File: src/rtl/cpu_types_pkg.sv
// Shared CPU types: multiply/divide opcodes, the FSM state type and the
// operand-magnitude helper used by the iterative multiply/divide unit.
package cpu_types_pkg;

  localparam int MD_ITERS = 32;

  typedef logic [31:0] word_t;

  typedef enum logic [2:0] {
    MD_MULT  = 3'd0,
    MD_MULTU = 3'd1,
    MD_DIV   = 3'd2,
    MD_DIVU  = 3'd3,
    MD_MTHI  = 3'd4,
    MD_MTLO  = 3'd5
  } multdiv_op_t;

  typedef enum logic [1:0] {
    MD_S_IDLE   = 2'd0,
    MD_S_CALC   = 2'd1,
    MD_S_ADJUST = 2'd2,
    MD_S_DONE   = 2'd3
  } md_state_t;

  // Unsigned magnitude of an operand. The true magnitude of the most-negative
  // value needs WORD_W+1 bits, but its top bit is always clear, so the low
  // WORD_W bits of the two's-complement negation are exact (0x8000_0000 maps
  // to 0x8000_0000 read as unsigned).
  function automatic word_t magnitude(input word_t x, input logic is_signed);
    return (is_signed && x[$bits(word_t)-1]) ? word_t'(~x + 1'b1) : x;
  endfunction

endpackage

File: src/rtl/mult_div_unit.sv
// Iterative radix-2 multiply/divide unit holding the HI/LO registers.
// One FSM drives a shared 65-bit accumulator that either shift-adds
// (multiply) or shift-subtracts with restore (divide) on operand magnitudes;
// signs are reapplied in a single ADJUST cycle before HI/LO are written.
module mult_div_unit
  import cpu_types_pkg::*;
#(
  parameter int WORD_W = 32
) (
  input  logic              CLK,
  input  logic              nRST,
  input  logic              start,
  input  multdiv_op_t       op,
  input  logic [WORD_W-1:0] a,
  input  logic [WORD_W-1:0] b,
  output logic              busy,
  output logic              done,
  output logic              div_by_zero,
  output logic [WORD_W-1:0] hi,
  output logic [WORD_W-1:0] lo
);

  localparam int CNT_W = $clog2(WORD_W);

  md_state_t         state;
  logic [CNT_W-1:0]  cnt;
  logic [2*WORD_W:0] acc;       // {carry/remainder, low word}
  logic [2*WORD_W:0] acc_step;
  logic [WORD_W-1:0] opnd;      // multiplicand or divisor magnitude
  logic              is_div;
  logic              neg_q;     // negate product (mul) or quotient (div)
  logic              neg_r;     // negate remainder (div only)

  logic              signed_op;
  logic              div_op;
  logic [WORD_W:0]   mul_sum;
  logic [WORD_W:0]   div_rem;
  logic [WORD_W+1:0] div_diff;

  // Status decodes straight from state.
  assign busy = (state == MD_S_CALC) || (state == MD_S_ADJUST);
  assign done = (state == MD_S_DONE);

  // Classify the incoming opcode.
  always_comb begin
    // NOTE: combinational blocks use blocking '=' and assign every output a
    // default first, so no path leaves a value held and no latch is inferred.
    signed_op = (op == MD_MULT) || (op == MD_DIV);
    div_op    = (op == MD_DIV)  || (op == MD_DIVU);
  end

  // One radix-2 iteration of the shared datapath.
  always_comb begin
    acc_step = acc;
    mul_sum  = '0;
    div_rem  = '0;
    div_diff = '0;
    if (is_div) begin
      // Restoring step: shift the partial remainder left by one, try to
      // subtract the divisor, keep the difference when it did not borrow.
      div_rem  = acc[2*WORD_W-1:WORD_W-1];
      div_diff = {1'b0, div_rem} - {2'b00, opnd};
      acc_step = {div_diff[WORD_W+1] ? div_rem : div_diff[WORD_W:0],
                  acc[WORD_W-2:0], ~div_diff[WORD_W+1]};
    end else begin
      // Shift-add step: add the multiplicand when the current multiplier
      // bit is set, then shift the whole product right by one.
      mul_sum  = acc[2*WORD_W:WORD_W] + {1'b0, opnd};
      acc_step = {1'b0, acc[0] ? mul_sum : acc[2*WORD_W:WORD_W],
                  acc[WORD_W-1:1]};
    end
  end

  // Control FSM plus all datapath and architectural registers.
  always_ff @(posedge CLK or negedge nRST) begin
    if (!nRST) begin
      // NOTE: the datapath registers are reset along with the control state;
      // they are few flops and this keeps the unit free of X after reset.
      state       <= MD_S_IDLE;
      cnt         <= '0;
      acc         <= '0;
      opnd        <= '0;
      is_div      <= 1'b0;
      neg_q       <= 1'b0;
      neg_r       <= 1'b0;
      hi          <= '0;
      lo          <= '0;
      div_by_zero <= 1'b0;
    end else begin
      // NOTE: sequential state uses non-blocking '<=' so every register
      // samples pre-edge values regardless of statement order.
      unique case (state)
        MD_S_IDLE, MD_S_DONE: begin
          state <= MD_S_IDLE;
          if (start) begin
            unique case (op)
              MD_MULT, MD_MULTU, MD_DIV, MD_DIVU: begin
                acc         <= {{(WORD_W+1){1'b0}},
                                magnitude(div_op ? a : b, signed_op)};
                opnd        <= magnitude(div_op ? b : a, signed_op);
                is_div      <= div_op;
                // A zero divisor returns the all-ones quotient unsigned.
                neg_q       <= signed_op && (a[WORD_W-1] ^ b[WORD_W-1]) &&
                               !(div_op && (b == '0));
                neg_r       <= signed_op && a[WORD_W-1];
                cnt         <= '0;
                div_by_zero <= 1'b0;
                state       <= MD_S_CALC;
              end
              MD_MTHI: begin
                hi          <= a;
                div_by_zero <= 1'b0;
              end
              MD_MTLO: begin
                lo          <= a;
                div_by_zero <= 1'b0;
              end
              default: ;
            endcase
          end
        end
        MD_S_CALC: begin
          acc <= acc_step;
          cnt <= cnt + 1'b1;
          if (cnt == CNT_W'(WORD_W - 1)) state <= MD_S_ADJUST;
        end
        MD_S_ADJUST: begin
          if (is_div) begin
            lo <= neg_q ? -acc[WORD_W-1:0] : acc[WORD_W-1:0];
            hi <= neg_r ? -acc[2*WORD_W-1:WORD_W] : acc[2*WORD_W-1:WORD_W];
          end else begin
            {hi, lo} <= neg_q ? -acc[2*WORD_W-1:0] : acc[2*WORD_W-1:0];
          end
          div_by_zero <= is_div && (opnd == '0);
          state       <= MD_S_DONE;
        end
        default: state <= MD_S_IDLE;
      endcase
    end
  end

endmodule

File: config.mk
export PLATFORM = sky130hd
export DESIGN_NAME = mult_div_unit
export DESIGN_NICKNAME = d
export VERILOG_FILES = /design/src/rtl/cpu_types_pkg.sv /design/src/rtl/mult_div_unit.sv
export SDC_FILE = /design/constraint.sdc
export NUM_CORES = 1
export LEC_CHECK = 0
export ABC_CLOCK_PERIOD_IN_PS = 5100
export CORE_UTILIZATION = 45
export DETAILED_ROUTE_END_ITERATION = 16
export GPL_TIMING_DRIVEN = 0
export PLACE_DENSITY = 0.65
export REMOVE_ABC_BUFFERS = 1
export SLEW_MARGIN = 20
export SYNTH_ARGS = -nofsm -noshare
export SYNTH_HDL_FRONTEND = slang
export SYNTH_SLANG_ARGS = --single-unit
File: constraint.sdc
create_clock -name CLK -period 5.1 [get_ports CLK]
set_clock_uncertainty 0.1 [all_clocks]
set_input_delay 1.02 -clock CLK [delete_from_list [all_inputs] [get_ports CLK]]
set_output_delay 1.02 -clock CLK [all_outputs]
set_load 0.03 [all_outputs]
==> flow_summary.yaml, run 1 <==
yosys:
  ys_types: 86
  syn_inst: 2013
  yosys_register_bits: 172
  ys_seq_area_share_pct: 27.1
  synth_edf_count: 0
  yosysWarnings: 0
  ys_async_sr_fraction_pct: 100
  ys.flop_type: "dfrtp_1"
  syn_avg_cell_area_um2: 7.89
  syn_area_um2: 15900
placement:
  port_buffers: 136
  post-dp-hpwl_um: 39000
  routabilityCongestion: 0.918
  place_area_um2: 17700
timing:
  tns_ns: 0
  fin_crit_sh_pct: 94.4
  finalMaxSlewViolations: 0
  rsz0062_at_grt: "no"
  max_freq_mhz: 208
  fin_hold_ws_ns: 0.376
  min_period_ns: 4.81
  worst_pin_slew_ns: 1.01
  setup_viol_count_final: 0
  slew_headroom_pct: 32.8
  hold_viol: 0
floorplan:
  ioPinCount: 137
  design.die.area_um2: 36000
  coreArea_um2: 34600
  die_h_um: 190
  die-width_um: 190
  num_rows: 68
  start_util_pct: 45.8
cells_and_area:
  filler_cell_count: 3261
  final_core_util_pct: 53.0
  design_area_um2: 18300
  n_antenna_cell: 0
  fin_nets: 2198
  syn_to_final_growth_pct: 15.5
  layout_commonest_cell: "nand2_1"
  drive_above_1_share_pct: 5.61
  final_cell_mix: "nand2_1, o21ai_0, dfrtp_1"
power_and_ir_drop:
  irDropWorstVdd_mv: 0.592
  powerDensity_nw_per_um2: 702
  power_leakage_nw: 7.97
drt:
  wl_per_cell_um: 20.8
  via_per_inst: 6.18
  routed-wl-met3_um: 3690
  wl_met1_um: 23200
  drc: 0
  met2_length_um: 23800
  drt_iter0_markers: 1391
  drtPass1Iterations: 5
  antenna_left: 0
  drt-total-wl_um: 52300
  top_layer_used: "met4"
  vias: 15590
critical_path:
  rr_worst_depth: 11
  crit_fanout: 56
  crit_required_ns: 5.33
  timing.rr.start: "acc[0]"
  crit_path_end_kind: "flop"
  crit_end: "acc[28]"
  crit_arrival_ns: 5.04
  startpoint: "op[2]"
  critPathKind: "primary input to flop"
  start_kind: "primary input"
  r2r_setup_slack_ns: 0.35
  r2r_end: "hi[8]"
grt:
  grt_first_pass_wirelength_um: 82600
  grt.overflow.total: 0
  grt_pass1_vias: 14611
  grtUsageTotal_pct: 29.1
  antenna_found_initial: 0
  grt_max_degree: 92
clock_tree:
  cts.sinks: 172
  root_buffer: "clkbuf_16"
  numCtsBuffers: 17
  postCtsHoldBufs: 0
  cts_htree_levels: 4
  clockBufferDepth: 2
  cts_tree: "yes"
  clkLatencyLatePin_ns: 0.46
  clk_pin_slew_worst_paths_ns: 0.07
hold_path:
  hp-class: "flop to flop"
flow_run:
  cap_violations: 0
status:
  status: "complete, no violations"
[per-layer routing]
layer,global-route usage [%],vias up
li1,-,7382
met1,40.9,7489
met2,45.8,619
met3,4.13,100
met4,9.52,0
met5,0,-
[metrics by stage]
step / setup WS (ns) / power (mW) / instances
after CTS: 0.171 / 12.8 / 2521
final: 0.288 / 12.9 / 2521
after detailed placement: -0.745 / 11.4 / 2487
after global placement: -6.09 / 11.0 / 2473
after floorplan: -0.929 / 8.64 / 1882
after global routing: 0.0219 / 13.9 / 2521
[synth_stat cells, types with 5 or more instances]
| cell | n | share of area (%) |
|---|---|---|
| nand2_1 | 267 | 6.3 |
| o21ai_0 | 185 | 5.8 |
| dfrtp_1 | 172 | 27 |
| a21oi_1 | 149 | 4.7 |
| nor2_1 | 129 | 3.0 |
| mux2i_1 | 108 | 6.8 |
| clkbuf_1 | 100 | 2.4 |
| xnor2_1 | 87 | 4.8 |
| xor2_1 | 79 | 4.4 |
| ha_1 | 73 | 5.8 |
| inv_1 | 62 | 1.5 |
| a211oi_1 | 50 | 2.4 |
| a21o_1 | 49 | 2.3 |
| nor3_1 | 46 | 1.5 |
| a31oi_1 | 35 | 1.4 |
| nand3_1 | 30 | 0.95 |
| nor2b_1 | 26 | 1.0 |
| nor4_1 | 26 | 1.0 |
| o21ai_1 | 23 | 0.73 |
| buf_2 | 22 | 0.69 |
| nor3b_1 | 19 | 0.90 |
| o211ai_1 | 18 | 0.85 |
| o31ai_1 | 18 | 0.85 |
| mux2_2 | 16 | 1.1 |
| nand2b_1 | 16 | 0.63 |
| or3_1 | 16 | 0.63 |
| nand4_1 | 15 | 0.59 |
| a22o_1 | 11 | 0.61 |
| and2_1 | 9 | 0.35 |
| and3_1 | 9 | 0.35 |
| o21a_1 | 8 | 0.38 |
| o41ai_1 | 8 | 0.44 |
| a221o_1 | 7 | 0.44 |
| a311oi_1 | 7 | 0.39 |
| buf_1 | 7 | 0.17 |
| a32oi_1 | 6 | 0.33 |
| or2_2 | 6 | 0.24 |
| or4_1 | 6 | 0.28 |
| a211o_1 | 5 | 0.28 |
| a32o_1 | 5 | 0.32 |
| o21bai_1 | 5 | 0.24 |
[critical path, stage by stage]
cell             delay [ns]
clkdlybuf4s15_1        0.67
nand2b_4               0.42
buf_16                 0.32
mux2i_1                0.41
ha_1                   0.26
o221ai_1               0.27
nor4b_4                0.51
nand2_1                0.14
o21ai_1                0.27
o21ai_0                0.18
xnor2_1                0.18
a221o_1                0.33
[power by group]
part / internal, mW / switching, mW / total (mW)
logic: 3.49 / 5.09 / 8.57
clock network: 0.712 / 0.640 / 1.35
registers: 1.96 / 0.993 / 2.96
[layout make-up]
type | instances | area (um2) | area share, %
well taps | 455 | 569 | 3.10
flip-flops and latches | 172 | 4310 | 23.5
inverters | 63 | 240 | 1.31
clock inverters | 13 | 130 | 0.710
repair buffers | 151 | 1700 | 9.29
clock buffers | 19 | 453 | 2.47
multi-input cells | 1648 | 10900 | 59.6
[flip-flops by register name (all words and copies together) (netlist names)]
signal / cells
cnt: 5
neg_q: 1
state: 2
lo: 32
is_div: 1
acc: 65
neg_r: 1
hi: 32
div_by_zero: 1
opnd: 32
[how the worst min path moves through the flow]
stage	startpoint	endpoint	slack [ns]	cells past startpoint
after floorplan	cnt[4]	cnt[4]	0.35	2
after global placement	hi[17]	hi[17]	0.36	1
after detailed placement	hi[17]	hi[17]	0.37	1
after CTS	hi[17]	hi[17]	0.38	1
after global routing	lo[28]	lo[28]	0.39	1
final	hi[17]	hi[17]	0.38	1
[what timing repair did]
item / CTS / global route
pin swaps: 0 / 0
setup buffers: 1 / 0
cloned: 1 / 0
setup endpoints to repair: 12 / 14
gates resized for setup: 2 / 6
[kinds of logic after synthesis]
logic type,Yosys count,share of synthesized area [%]
and+or+nand+nor,649,19.6
adders and majority gates,75,6.01
buffers and inverters,194,4.83
DFF,172,27.1
xor gates and xnor gates,166,9.16
muxes,125,8.04
AOI/OAI and AO/OA,632,25.2
Power figures use the tool's default switching activity.
==> inputs of run 2 (changes only) <==
Settings changed: CAP_MARGIN set to 30, CTS_CLUSTER_DIAMETER set to 80.
==> run 2 against run 1 <==
Against the previous run:
- cell count is 0.24% higher
- largest cell class unchanged
- utilization up 0.39 points
- highest routed layer is now met5
- sequential power about the same
- setup slack got worse by 0.026 ns
- clock power increased by 8%
- via count rose by 0.26%
- sequential share of layout area is 0.18 points lower
- count of clock-buffer cells in the layout did not move
- critical path type unchanged
- combinational power increased by 1%
- wire length increased by 0.29%
- global-route usage is 0.12 points lower
- cell area is 0.73% higher
==> flow_summary.yaml, run 2 (synthesis results as in run 1) <==
grt:
  grt_max_degree: 92
  grt_first_pass_wirelength_um: 82200
  grtUsageTotal_pct: 29.0
  grt.overflow.total: 0
  grt_pass1_vias: 14679
  antenna_found_initial: 1
cells_and_area:
  multi_input_area_um2: 10900
  filler_cell_count: 3223
  syn_to_final_growth_pct: 16.3
  design_area_um2: 18500
  seqCellArea_um2: 4310
  drive_above_1_share_pct: 5.79
  n_antenna_cell: 0
  fin_nets: 2204
  largest_reg_flops: 65
  layout_commonest_cell: "nand2_1"
  final_cell_mix: "nand2_1, o21ai_0, dfrtp_1"
  regMostFlops: "acc"
critical_path:
  crit_fanout: 56
  critPathKind: "primary input to flop"
  crit_arrival_ns: 5.07
  timing.rr.start: "acc[0]"
  startpoint: "op[1]"
  crit_path_end_kind: "flop"
  start_kind: "primary input"
  crit_required_ns: 5.33
  rr_worst_depth: 11
clock_tree:
  root_buffer: "clkbuf_16"
  numCtsBuffers: 17
  cts_tree: "yes"
  cts_htree_levels: 4
  clockBufferDepth: 2
  clkLatencyLatePin_ns: 0.45
  clk_pin_slew_worst_paths_ns: 0.07
  cts.sinks: 172
placement:
  port_buffers: 136
  routabilityCongestion: 0.918
  place_area_um2: 17800
  post-dp-hpwl_um: 39200
floorplan:
  coreArea_um2: 34600
  design.die.area_um2: 36000
  start_util_pct: 45.8
  ioPinCount: 137
  die-width_um: 190
  die_h_um: 190
  num_rows: 68
timing:
  worst_pin_slew_ns: 0.960
  tns_ns: 0
  slew_headroom_pct: 36.0
  setup_viol_count_final: 0
  fin_crit_sh_pct: 94.9
  finalMaxSlewViolations: 0
  fin_hold_ws_ns: 0.380
  max_freq_mhz: 207
  rsz0062_at_grt: "no"
  min_period_ns: 4.84
  hold_viol: 0
drt:
  antenna_left: 0
  wl_per_cell_um: 20.8
  drc: 0
  drtPass1Iterations: 7
  drt_iter0_markers: 1390
  via_per_inst: 6.19
  drt-total-wl_um: 52500
  vias: 15631
power_and_ir_drop:
  powerDensity_nw_per_um2: 707
  p_total_mw: 13.1
  power_leakage_nw: 8.03
  irDropWorstVdd_mv: 0.603
hold_path:
  min_from: "hi[20]"
  hold_depth: 2
  hp-class: "flop to flop"
flow_run:
  cap_violations: 0
status:
  status: "complete, no violations"
[run 2: stage by stage]
stage	std cells	setup slack, ns	utilization [%]
floorplan	1882	-0.929	-
global placement	2473	-6.09	49.9
detailed placement	2490	-0.737	51.3
CTS	2523	0.0137	53.1
global route	2527	0.0785	53.3
finish	2527	0.262	53.3
[run 2: final timing paths]
| path | end | slack, ns |
|---|---|---|
| setup / recovery | acc[28] | 0.26 |
| hold / removal | hi[20] | 0.38 |
| setup reg to reg | hi[8] | 0.39 |
| hold reg to reg | hi[20] | 0.38 |
| max in group asynchronous | hi[28] | 3.51 |
| min in group asynchronous | lo[1] | 0.45 |
[run 2: what timing repair did]
item,4_1_cts,5_1_grt
resized for setup,2,4
setup endpoints to repair,12,12
gates cloned,1,0
setup buffers,0,3
hold buffers,0,0
[run 2: power by group]
part	switching (mW)	internal [mW]	total (mW)
logic	5.11	3.56	8.67
registers	0.980	1.96	2.94
clock network	0.643	0.812	1.46
total	6.74	6.33	13.1
[run 2: final cells by class]
type | instances | share of cell area [%]
Multi-Input combinational cell | 1648 | 59.2
Timing Repair Buffer | 157 | 9.70
Inverter | 63 | 1.30
Clock inverter | 13 | 0.975
Tap cell | 455 | 3.08
Clock buffer | 19 | 2.45
Sequential cell | 172 | 23.3
[run 2: worst max-delay path, stage by stage]
cell and delay [ns]:
clkdlybuf4s50_1 0.75, nand2b_4 0.26, buf_16 0.30, mux2i_1 0.44
ha_1 0.29, o221ai_1 0.32, nor4b_4 0.51, nand2_1 0.13
o21ai_1 0.29, o21ai_0 0.19, xnor2_1 0.19, a221o_1 0.32
[run 2: routing by layer]
metal	track usage (%)	routed length (um)
met1	40.2	23600
met2	46.2	24000
met3	4.69	3580
met4	8.81	1320
met5	0	11
==> inputs of run 3 (changes only) <==
Settings changed: SKIP_CTS_REPAIR_TIMING set to 1.
==> run 3 against run 2 <==
Against the previous run:
- cell area hardly changed
- sequential share of layout area hardly changed
- utilization hardly changed
- die area stayed put
- maximum frequency hardly changed
- clock power hardly changed
- register-to-register slack worse by 0.08 ns
- sequential power hardly changed
- critical path depth stayed put
- worst hold slack better by 0.00061 ns
- power hardly changed
- via count hardly changed
==> flow_summary.yaml, run 3 (synthesis results as in run 1) <==
critical_path:
  crit_required_ns: 5.33
  start_kind: "primary input"
  crit_arrival_ns: 5.07
  critPathKind: "primary input to flop"
  crit_fanout: 56
  crit_path_end_kind: "flop"
clock_tree:
  clk_pin_slew_worst_paths_ns: 0.07
  clockBufferDepth: 2
  cts_tree: "yes"
  numCtsBuffers: 17
  root_buffer: "clkbuf_16"
  cts.sinks: 172
  clkLatencyLatePin_ns: 0.45
  cts_htree_levels: 4
placement:
  place_inst: 2490
  routabilityCongestion: 0.918
  port_buffers: 136
  post-dp-hpwl_um: 39200
  pre_cts_ws_ns: -0.737
  place_area_um2: 17800
cells_and_area:
  design_area_um2: 18500
  layout_commonest_cell: "nand2_1"
  final_core_util_pct: 53.3
  regMostFlops: "acc"
  syn_to_final_growth_pct: 16.3
  fin_nets: 2203
  largest_reg_flops: 65
  instances_no_fill: 2526
  drive_above_1_share_pct: 5.75
  n_antenna_cell: 0
  final_cell_mix: "nand2_1, o21ai_0, dfrtp_1"
power_and_ir_drop:
  intPower_mw: 6.33
  swShare_pct: 51.6
  powerDensity_nw_per_um2: 708
  p_clk_share_pct: 11.1
  irDropWorstVdd_mv: 0.613
  combPwrFrac_pct: 66.4
  power_frac_seq_pct: 22.5
  power_leakage_nw: 8.04
  power.net_switching_mw: 6.74
  p_total_mw: 13.1
drt:
  wl_per_cell_um: 20.8
  drtPass1Iterations: 6
  via_per_inst: 6.19
  vias: 15629
  antenna_left: 0
  drc: 0
  drt-total-wl_um: 52400
  drt_iter0_markers: 1484
floorplan:
  start_util_pct: 45.8
  ioPinCount: 137
  die-width_um: 190
  design.die.area_um2: 36000
  coreArea_um2: 34600
  num_rows: 68
  die_h_um: 190
timing:
  max_freq_mhz: 207
  rsz0062_at_grt: "no"
  min_period_ns: 4.84
  hold_viol: 0
  finalMaxSlewViolations: 0
  worst_pin_slew_ns: 0.926
  setup_viol_count_final: 0
  tns_ns: 0
  fin_hold_ws_ns: 0.380
  layout_setup_ws_ns: 0.258
  slew_headroom_pct: 38.3
  fin_crit_sh_pct: 94.9
grt:
  antenna_found_initial: 1
  grt_pass1_vias: 14655
  grtUsageTotal_pct: 28.9
  grt_first_pass_wirelength_um: 81900
  grt.overflow.total: 0
  grt_max_degree: 92
flow_run:
  cap_violations: 0
status:
  status: "complete, no violations"
hold_path:
  hp-class: "flop to flop"
run 3: changes by cell type in the layout (fill, tap and decap cells not counted), sizes merged:
cell | before | now
clkdlybuf4s50 | 134 | 133
dlymetal6s2s | 0 | 2
buf | 22 | 21
dlygate4sd2 | 1 | 0
run 3: final timing paths:
| check | from | end | slack [ns] | cells after the start |
|---|---|---|---|---|
| hold reg to reg | hi[17] | hi[17] | 0.38 | 1 |
| min in group asynchronous | nRST | lo[1] | 0.46 | 1 |
| setup reg to reg | acc[0] | hi[8] | 0.31 | 11 |
| max in group asynchronous | nRST | hi[28] | 3.48 | 2 |
| setup / recovery | op[2] | acc[28] | 0.26 | 12 |
| hold / removal | hi[17] | hi[17] | 0.38 | 1 |
run 3: critical path: stages:
cell	delay, ns
dlymetal6s2s_1	0.59
nand2b_4	0.42
buf_16	0.32
mux2i_1	0.44
ha_1	0.29
o221ai_1	0.32
nor4b_4	0.51
nand2_1	0.14
o21ai_1	0.28
o21ai_0	0.19
xnor2_1	0.19
a221o_1	0.32
run 3: area by class of cell:
class                           instances  area, um2
Inverter                               63        240
Clock buffer                           19        453
Clock inverter                         13        180
Timing Repair Buffer                  156       1790
Multi-Input combinational cell       1648      10900
Fill cell                            3220      16200
Sequential cell                       172       4310
Tap cell                              455        569
run 3: metal layers:
metal | share of wire (%) | up-vias | track usage, % | routed length (um)
met5 | 0.021 | - | 0 | 11
met1 | 46 | 7579 | 40.1 | 23900
met4 | 2.3 | 2 | 8.81 | 1230
met2 | 46 | 580 | 46.0 | 24100
met3 | 6.2 | 75 | 4.56 | 3240
li1 | - | 7393 | - | -
run 3: power by group through the flow:
stage	combinational [mW]	sequential, mW	clock, mW
after floorplan	5.53	3.12	0
after global placement	8.01	3.03	0
after detailed placement	8.46	2.94	0
after CTS	8.51	2.92	1.46
after global routing	9.48	3.01	1.51
final	8.68	2.94	1.46
